**config.mk**
```make
export PLATFORM = sky130hd
export DESIGN_NAME = regfile_dump_streamer
export DESIGN_NICKNAME = d
export VERILOG_FILES = /design/src/rtl/regfile_dump_streamer.sv
export SDC_FILE = /design/constraint.sdc
export NUM_CORES = 1
export LEC_CHECK = 0
export CAP_MARGIN = 20
export CORE_ASPECT_RATIO = 0.5
export CORE_UTILIZATION = 45
export CTS_BUF_LIST = sky130_fd_sc_hd__clkbuf_4
export DETAILED_ROUTE_END_ITERATION = 8
export GPL_TIMING_DRIVEN = 0
export PLACE_DENSITY = 0.86
export SLEW_MARGIN = 25
export SYNTH_ARGS = -nofsm -noshare
export SYNTH_HDL_FRONTEND = slang
export SYNTH_SLANG_ARGS = --single-unit
```
**constraint.sdc**
```tcl
create_clock -name clock -period 4.9 [get_ports clock]
set_input_delay 0.49 -clock clock [delete_from_list [all_inputs] [get_ports clock]]
set_output_delay 0.49 -clock clock [all_outputs]
set_load 0.01 [all_outputs]
```
**src/rtl/regfile_dump_streamer.sv**
```systemverilog
// rtl/regfile_dump_streamer.sv - walks FIRST_REG..LAST_REG over a regfile read port and streams 5-byte records.
// Optional trailing XOR checksum byte when REGDUMP_CHECKSUM_EN is defined.
module regfile_dump_streamer #(
  parameter int FIRST_REG = 1,
  parameter int LAST_REG  = 29
) (
  input  logic        clock,
  input  logic        ctrl_reset,
  input  logic        start,
  output logic        busy,
  output logic [4:0]  rd_addr,
  input  logic [31:0] rd_data,
  output logic        out_valid,
  input  logic        out_ready,
  output logic [7:0]  out_data,
  output logic        out_last,
  output logic        done
);

  localparam logic [4:0] FIRST_IDX = 5'(FIRST_REG);
  localparam logic [4:0] LAST_IDX  = 5'(LAST_REG);

  typedef enum logic [2:0] {
    S_IDLE,
    S_ADDR,
    S_LOAD,
    S_SEND,
    S_DONE
`ifdef REGDUMP_CHECKSUM_EN
    , S_CSUM
`endif
  } state_t;

  state_t      r_state;
  state_t      w_next;
  logic [4:0]  r_idx;
  logic [2:0]  r_cnt;
  logic [31:0] r_hold;
  logic [7:0]  w_byte;
  logic        w_hs;
  logic        w_last_byte;
  logic        w_last_reg;
`ifdef REGDUMP_CHECKSUM_EN
  logic [7:0]  r_csum;
`endif

  assign w_hs        = out_valid & out_ready;
  assign w_last_byte = (r_cnt == 3'd4);
  assign w_last_reg  = (r_idx == LAST_IDX);
  assign busy        = (r_state != S_IDLE);
  assign rd_addr     = r_idx;

  // Record layout: index byte, then the captured word MSB first.
  always_comb begin
    case (r_cnt)
      3'd0:    w_byte = {3'b000, r_idx};
      3'd1:    w_byte = r_hold[31:24];
      3'd2:    w_byte = r_hold[23:16];
      3'd3:    w_byte = r_hold[15:8];
      default: w_byte = r_hold[7:0];
    endcase
  end

  always_ff @(posedge clock) begin
    if (ctrl_reset) r_state <= S_IDLE;
    else            r_state <= w_next;
  end

  always_comb begin
    w_next    = r_state;
    out_valid = 1'b0;
    out_data  = 8'h00;
    out_last  = 1'b0;
    done      = 1'b0;
    case (r_state)
      S_IDLE: if (start) w_next = S_ADDR;
      S_ADDR: w_next = S_LOAD;
      S_LOAD: w_next = S_SEND;
      S_SEND: begin
        out_valid = 1'b1;
        out_data  = w_byte;
`ifndef REGDUMP_CHECKSUM_EN
        out_last  = w_last_byte & w_last_reg;
`endif
        if (w_hs && w_last_byte) begin
          if (w_last_reg) begin
`ifdef REGDUMP_CHECKSUM_EN
            w_next = S_CSUM;
`else
            w_next = S_DONE;
`endif
          end else begin
            w_next = S_ADDR;
          end
        end
      end
`ifdef REGDUMP_CHECKSUM_EN
      S_CSUM: begin
        out_valid = 1'b1;
        out_data  = r_csum;
        out_last  = 1'b1;
        if (w_hs) w_next = S_DONE;
      end
`endif
      S_DONE: begin
        done   = 1'b1;
        w_next = S_IDLE;
      end
      default: w_next = S_IDLE;
    endcase
  end

  always_ff @(posedge clock) begin
    if (ctrl_reset) begin
      r_idx  <= 5'd0;
      r_cnt  <= 3'd0;
      r_hold <= 32'h0;
`ifdef REGDUMP_CHECKSUM_EN
      r_csum <= 8'h00;
`endif
    end else begin
      case (r_state)
        S_IDLE: begin
          if (start) begin
            r_idx  <= FIRST_IDX;
`ifdef REGDUMP_CHECKSUM_EN
            r_csum <= 8'h00;
`endif
          end
        end
        S_LOAD: begin
          r_hold <= rd_data;
          r_cnt  <= 3'd0;
        end
        S_SEND: begin
          if (w_hs) begin
            r_cnt <= r_cnt + 3'd1;
`ifdef REGDUMP_CHECKSUM_EN
            r_csum <= r_csum ^ w_byte;
`endif
            if (w_last_byte && !w_last_reg) r_idx <= r_idx + 5'd1;
          end
        end
        default: ;
      endcase
    end
  end

endmodule

```
==> results of run 1 <==
==> per-layer routing <==
metal	global-route usage	wire, microns	up-vias
met2	0.380	2430	52
met5	0	0	-
li1	-	-	1011
met3	0.0573	299	9
met4	0.0771	80	0
met1	0.257	2360	962
==> through the flow <==
step	cells	util
floorplan	256	-
global placement	361	0.635
detailed placement	361	0.635
CTS	369	0.649
global route	369	0.649
finish	369	0.649
==> cells by family (layout without fill, tap and decap cells) <==
logic type	Yosys count	count (layout)	share of synthesized area
xor gates and xnor gates	1	1	0.00435
AOI/OAI and AO/OA	70	70	0.230
buffers and inverters	25	84	0.0528
adders and majority gates	7	7	0.0435
and+or+nand+nor	110	110	0.242
DFF	43	43	0.427
==> path summary, 6_finish.rpt <==
| kind | end |
|---|---|
| worst min-delay path | r_hold[24] |
| worst min register to register | r_hold[24] |
| worst max register to register | rd_addr[2] |
| worst max-delay path | out_data[3] |
==> state kept, by name, summed over array words and instances, names as in the netlist <==
register / count
r_cnt: 3
r_state: 3
rd_addr: 5
r_hold: 32
==> layout make-up <==
type | count | area [sq um]
buffer | 18 | 80.1
clock buffer | 6 | 45.0
clock inverter | 2 | 12.5
fill | 361 | 1430
inverter | 7 | 26.3
multi-input combinational | 188 | 1050
sequential | 43 | 861
tap | 54 | 67.6
timing repair buffer | 51 | 510
==> worst reg2reg max path: stages, from the launching register on <==
cell,delay [ns]
dfxtp_1,0.37
inv_1,0.11
ha_1,0.15
clkbuf_1,0.30
nand2_1,0.14
nor3b_1,0.37
a31oi_1,0.15
a211oi_1,0.25
==> Yosys cell counts (2+ instances only) <==
| cell type | count | area, sq um |
|---|---|---|
| buf_4 | 2 | 15.0 |
| ha_1 | 7 | 87.6 |
| o21a_1 | 2 | 15.0 |
| nand2_1 | 72 | 270 |
| a21oi_1 | 40 | 200 |
| nor3b_1 | 2 | 15.0 |
| a31oi_1 | 3 | 18.8 |
| dfxtp_1 | 43 | 861 |
| o21ai_0 | 2 | 10.0 |
| inv_1 | 6 | 22.5 |
| clkbuf_1 | 11 | 41.3 |
| a222oi_1 | 8 | 80.1 |
| buf_2 | 4 | 20.0 |
| nand3_1 | 9 | 45.0 |
| a211oi_1 | 2 | 15.0 |
| a311oi_1 | 2 | 17.5 |
| a221oi_1 | 5 | 43.8 |
| nor2b_1 | 2 | 12.5 |
| nor2_1 | 13 | 48.8 |
==> power groups by stage <==
stage / clock network, mW / registers (mW) / logic (mW)
2_1_floorplan: 0 / 0.408 / 0.134
3_3_place_gp: 0 / 0.412 / 0.200
3_5_place_dp: 0 / 0.414 / 0.207
4_1_cts: 0.179 / 0.407 / 0.208
5_1_grt: 0.198 / 0.410 / 0.230
6_report: 0.177 / 0.407 / 0.208
==> summary.txt, run 1 <==
Worst setup path
  – CP max stage cell: clkdlybuf4s50_1
  – Top cell family by delay on the critical path: buffers and inverters
  – CP Max Fanout: 9
  – WS Path Type: reg -> out
  – Worst Reg2Reg Path Length in Cells: 7
  – Worst Path Buf+Inv: 3
  – Setup crit start kind: flip-flop
  – Slowest stage delay, CP: 0.56 ns
  – Critical path depth in cells: 8
  – Data arrival, critical path: 2.89 ns
  – Worst R2R Start: r_cnt[0]
  – CP Cell Sequence: inv_1 > ha_1 > clkbuf_1 > or3_1 > a21oi_2 > a221oi_1 > nor2_1 > clkdlybuf4s50_1
  – Reg-to-reg setup timing slack: 2.96 ns
  – Beginning of the critical path: r_cnt[0]
  – Worst Path Required: 4.41 ns
  – Worst Setup End Kind: output pin

Drt
  – DR iter-0 viols: 132
  – Vias per cell: 5.51
  – Post-route ant nets: 0
  – Drt total wl: 5160 microns
  – DRC errors left: 0
  – Detailed Routing Iterations Pass 1: 4
  – Wire per inst: 14.0 microns
  – Via Count: 2034

GRT
  – Global route overflow: 0
  – First-pass GRT wire length: 8190 microns
  – Total global-route track usage: 0.216
  – Initial antenna violation count: 0
  – Vias in the first global route: 1918
  – Largest net degree at the start of global routing: 14

Layout
  – Area delta synth->final: 31.6%
  – Cell area after layout: 2650 sq um
  – Ant diodes: 0
  – Commonest non-fill, non-tap cell in the layout: nand2_1
  – NumNets Final: 357
  – Share of cells above drive strength 1: 0.0667
  – Commonest non-fill, non-tap cells in the layout: 72 x nand2_1, 51 x clkdlybuf4s50_1, 43 x dfxtp_1, 40 x a21oi_1, 13 x nor2_1

Power and ir drop
  – Overall Power: 0.792 mW
  – Seq pwr share: 0.514
  – Leak: 0.941 nW
  – Max VDD drop: 132 uV
  – Logic pwr share: 0.263
  – P_int: 0.536 mW
  – Clock network power share: 0.223
  – Switch share: 0.323
  – Psw: 0.256 mW
  – Pwr dens: 299 nW/um^2

Yosys
  – Post-synth EDFFs: 0
  – Synthesized area: 2010 sq um
  – Post-synth cell types: 40
  – Mean area per synthesized cell: 7.87 sq um
  – Flops & latches, synth: 43
  – Prevailing post-synth register cell: dfxtp_1
  – Ys async rst share: 0
  – Synth Instances: 256
  – Seq/Total Area, Yosys: 0.427
  – Number of synthesis warnings: 0
  – Synth Net Count: 299

Clocking
  – Postcts setup bufs: 0
  – Root Driver: clkbuf_4
  – TritonCTS Sinks: 43
  – Clock slew at reported path FFs: 0.13 ns
  – CTS tree: built
  – Clk_lat worst skew: 0.36 ns
  – CTS resizes: 0
  – CTS buffer count: 5
  – CTS HTree Levels: 2
  – Worst-case clock buffer depth: 2
  – Hold-fix buffers, CTS: 0

Die
  – Die H: 49.3 microns
  – Core ar.: 4080 sq um
  – Initial Util: 0.493
  – FP Rows: 16
  – Die width: 96.6 microns
  – Full die area: 4760 sq um
  – IO Pins: 53

Place
  – Gpl congestion: 0.898
  – Port Buf Inserts: 51
  – Hpwl dp: 3940 microns
  – DP Area: 2590 sq um
  – Dpl ws: 1.97 ns

Timing
  – Setup slack after layout: 1.52 ns
  – Part of the cycle the worst path needs: 0.691
  – Worst-margin pin slew: 0.525 ns
  – Final setup TNS: 0 ns
  – Hold Fails Final Rpt: 0
  – RSZ-0062 raised after global routing: false
  – Fin crit period: 3.38 ns
  – Slew headroom: 0.650
  – Peak Freq: 0.295 GHz
  – Final Max Tran Viols: 0
  – Clk_skew: 0.0198 ns
  – WHS: 0.465 ns
  – Final setup fails: 0

Worst hold path
  – Hold depth: 2
  – HP Start: r_hold[24]
  – Worst min-delay path class: reg -> reg

Run status
  – Status: completed

Job
  – Max-cap violations: 0
Note: power is estimated with default switching activity, not from simulation.
==> run 2: changes to the inputs <==
clock period = 3.4 ns   (was 4.9 ns; I/O delays follow)
==> summary.txt, run 2 (synthesized netlist as in run 1, its figures left out) <==
Clocking
  – TritonCTS Sinks: 43 (unchanged)
  – Clk_lat worst skew: 0.37 ns (about the same)
  – Clock slew at reported path FFs: 0.13 ns (about the same)
  – CTS buffer count: 5 (unchanged)
  – CTS HTree Levels: 2 (unchanged)
  – Worst-case clock buffer depth: 2 (unchanged)
  – Root Driver: clkbuf_4
  – CTS tree: built

Power and ir drop
  – Seq pwr share: 0.512 (-0.002)
  – Clock network power share: 0.225 (+0.002)
  – Max VDD drop: 191 uV (+44%)
  – Overall Power: 1.14 mW (+45%)
  – Logic pwr share: 0.263 (about the same)
  – Leak: 0.942 nW (about the same)
  – P_int: 0.773 mW (+44%)
  – Pwr dens: 431 nW/um^2 (+44%)
  – Psw: 0.372 mW (+45%)
  – Switch share: 0.325 (+0.00139)

Die
  – IO Pins: 53 (unchanged)
  – FP Rows: 16 (unchanged)
  – Die width: 96.6 microns (unchanged)
  – Core ar.: 4080 sq um (unchanged)
  – Initial Util: 0.493 (unchanged)
  – Die H: 49.3 microns (unchanged)
  – Full die area: 4760 sq um (unchanged)

Drt
  – Post-route ant nets: 0 (unchanged)
  – Wire per inst: 14.1 microns (+0.46%)
  – DRC errors left: 0 (unchanged)
  – Drt total wl: 5190 microns (+0.46%)
  – DR iter-0 viols: 136 (+3.0%)
  – Detailed Routing Iterations Pass 1: 4 (unchanged)
  – Via Count: 2038 (+0.20%)
  – Vias per cell: 5.52 (+0.20%)

Worst setup path
  – Worst R2R End: rd_addr[2]
  – Worst R2R Start: r_cnt[0]
  – CP Max Fanout: 9 (unchanged)
  – Setup crit start kind: flip-flop
  – Reg-to-reg setup timing slack: 1.43 ns (-1.53 ns)
  – Critical path depth in cells: 8 (unchanged)
  – Worst Setup End Kind: output pin
  – Worst Reg2Reg Path Length in Cells: 7 (unchanged)
  – Worst Path Required: 3.06 ns (-1.35 ns)
  – Top cell family by delay on the critical path: buffers and inverters
  – Data arrival, critical path: 2.86 ns (-0.03 ns)
  – CP Cell Sequence: inv_1 > ha_1 > clkbuf_1 > or3_1 > a21oi_4 > a221oi_1 > nor2_1 > clkdlybuf4s50_1
  – Slowest stage delay, CP: 0.56 ns (about the same)
  – Worst Path Buf+Inv: 3 (unchanged)
  – WS Path Type: reg -> out
  – CP max stage cell: clkdlybuf4s50_1

Timing
  – Part of the cycle the worst path needs: 0.940
  – RSZ-0062 raised after global routing: false
  – Slew headroom: 0.663 (+0.0133)
  – Fin crit period: 3.20 ns
  – Hold Fails Final Rpt: 0 (unchanged)
  – Worst-margin pin slew: 0.505 ns (-0.0199 ns)
  – Clk_skew: 0.0199 ns (+0.000134 ns)
  – Peak Freq: 0.313 GHz
  – Final Max Tran Viols: 0 (unchanged)
  – WHS: 0.382 ns (-0.0831 ns)
  – Final setup fails: 0 (unchanged)
  – Final setup TNS: 0 ns (unchanged)

Place
  – Hpwl dp: 3940 microns (unchanged)
  – Gpl congestion: 0.898 (unchanged)
  – Placed cell count: 361 (unchanged)
  – Port Buf Inserts: 51 (unchanged)

Layout
  – Commonest non-fill, non-tap cell in the layout: nand2_1
  – Max FFs per register: 32 (unchanged)
  – NumNets Final: 357 (unchanged)
  – Area delta synth->final: 31.9%
  – Filler cell count: 359 (-0.55%)
  – Final cell count without fillers: 369 (unchanged)
  – Ant diodes: 0 (unchanged)
  – Share of cells above drive strength 1: 0.0667 (unchanged)
  – Commonest non-fill, non-tap cells in the layout: 72 x nand2_1, 51 x clkdlybuf4s50_1, 43 x dfxtp_1, 40 x a21oi_1, 13 x nor2_1
  – Reg with most FFs: r_hold
  – Finished Core Util: 0.651 (+0.00184)

Worst hold path
  – HP Start: ctrl_reset
  – Hold depth: 2 (unchanged)
  – Hold EP: r_state[0]
  – Worst min-delay path class: in -> reg

GRT
  – Vias in the first global route: 1918 (unchanged)
  – Total global-route track usage: 0.216 (unchanged)
  – First-pass GRT wire length: 8190 microns (unchanged)
  – Initial antenna violation count: 0 (unchanged)
  – Largest net degree at the start of global routing: 14 (unchanged)
  – Global route overflow: 0 (unchanged)

Job
  – Max-cap violations: 0 (unchanged)

Run status
  – Status: completed
run 2: changes by cell type in the layout (fill, tap and decap cells not counted):
| cell | delta |
|---|---|
| a21oi_4 | +1 |
| a21oi_2 | -1 |
run 2: power by group through the flow:
| stage | logic, mW | clock network [mW] | registers, mW |
|---|---|---|---|
| 2_1_floorplan | 0.193 | 0 | 0.589 |
| 3_3_place_gp | 0.289 | 0 | 0.594 |
| 3_5_place_dp | 0.298 | 0 | 0.597 |
| 4_1_cts | 0.299 | 0.258 | 0.586 |
| 5_1_grt | 0.333 | 0.286 | 0.591 |
| 6_report | 0.301 | 0.257 | 0.586 |
run 2: worst max-delay path by stage:
stage	from	to
final	r_cnt[0]	out_data[3]
after detailed placement	r_cnt[0]	out_data[5]
after CTS	r_cnt[0]	out_data[5]
after global placement	r_cnt[0]	out_data[5]
after floorplan	r_cnt[0]	out_data[5]
after global routing	r_cnt[0]	out_data[5]
run 2: area by class of cell:
type / instances / area [sq um] / area share
Clock inverter: 2 / 12.5 / 0.00471
Tap cell: 54 / 67.6 / 0.0254
Inverter: 7 / 26.3 / 0.00989
Sequential cell: 43 / 861 / 0.324
Timing Repair Buffer: 51 / 510 / 0.192
Buffer: 18 / 80.1 / 0.0301
Clock buffer: 6 / 45.0 / 0.0169
Multi-Input combinational cell: 188 / 1050 / 0.397
run 2: repair_timing:
action,4_1_cts,5_1_grt
hold buffers,0,0
setup endpoints to repair,0,1
setup buffers,0,0
hold endpoints to repair,0,0
resized for setup,0,1
run 2: through the flow:
stage / setup slack [ns] / instance area (sq um)
CTS: 0.208 / 2650
finish: 0.203 / 2660
global placement: 0.689 / 2590
global route: 0.0126 / 2660
detailed placement: 0.625 / 2590
floorplan: 1.34 / 2010
run 2: metal layers:
layer | track usage | part of all wire | wire length (microns)
met3 | 0.0573 | 0.057 | 298
met1 | 0.257 | 0.45 | 2350
met2 | 0.380 | 0.48 | 2490
met4 | 0.0771 | 0.011 | 58
met5 | 0 | 0 | 0
run 2: worst register-to-register path: cells and delay by family (launching register included):
kind | cells | cell delay [ns]
AOI/OAI and AO/OA | 2 | 0.41
DFF | 1 | 0.37
buffers and inverters | 2 | 0.40
adders and majority gates | 1 | 0.15
and+or+nand+nor | 2 | 0.53
==> run 3: changes to the inputs <==
SKIP_LAST_GASP = 1   (was unset)
==> results of run 3 <==
No change in the layout: final DEF, timing and power equal those of run 2.
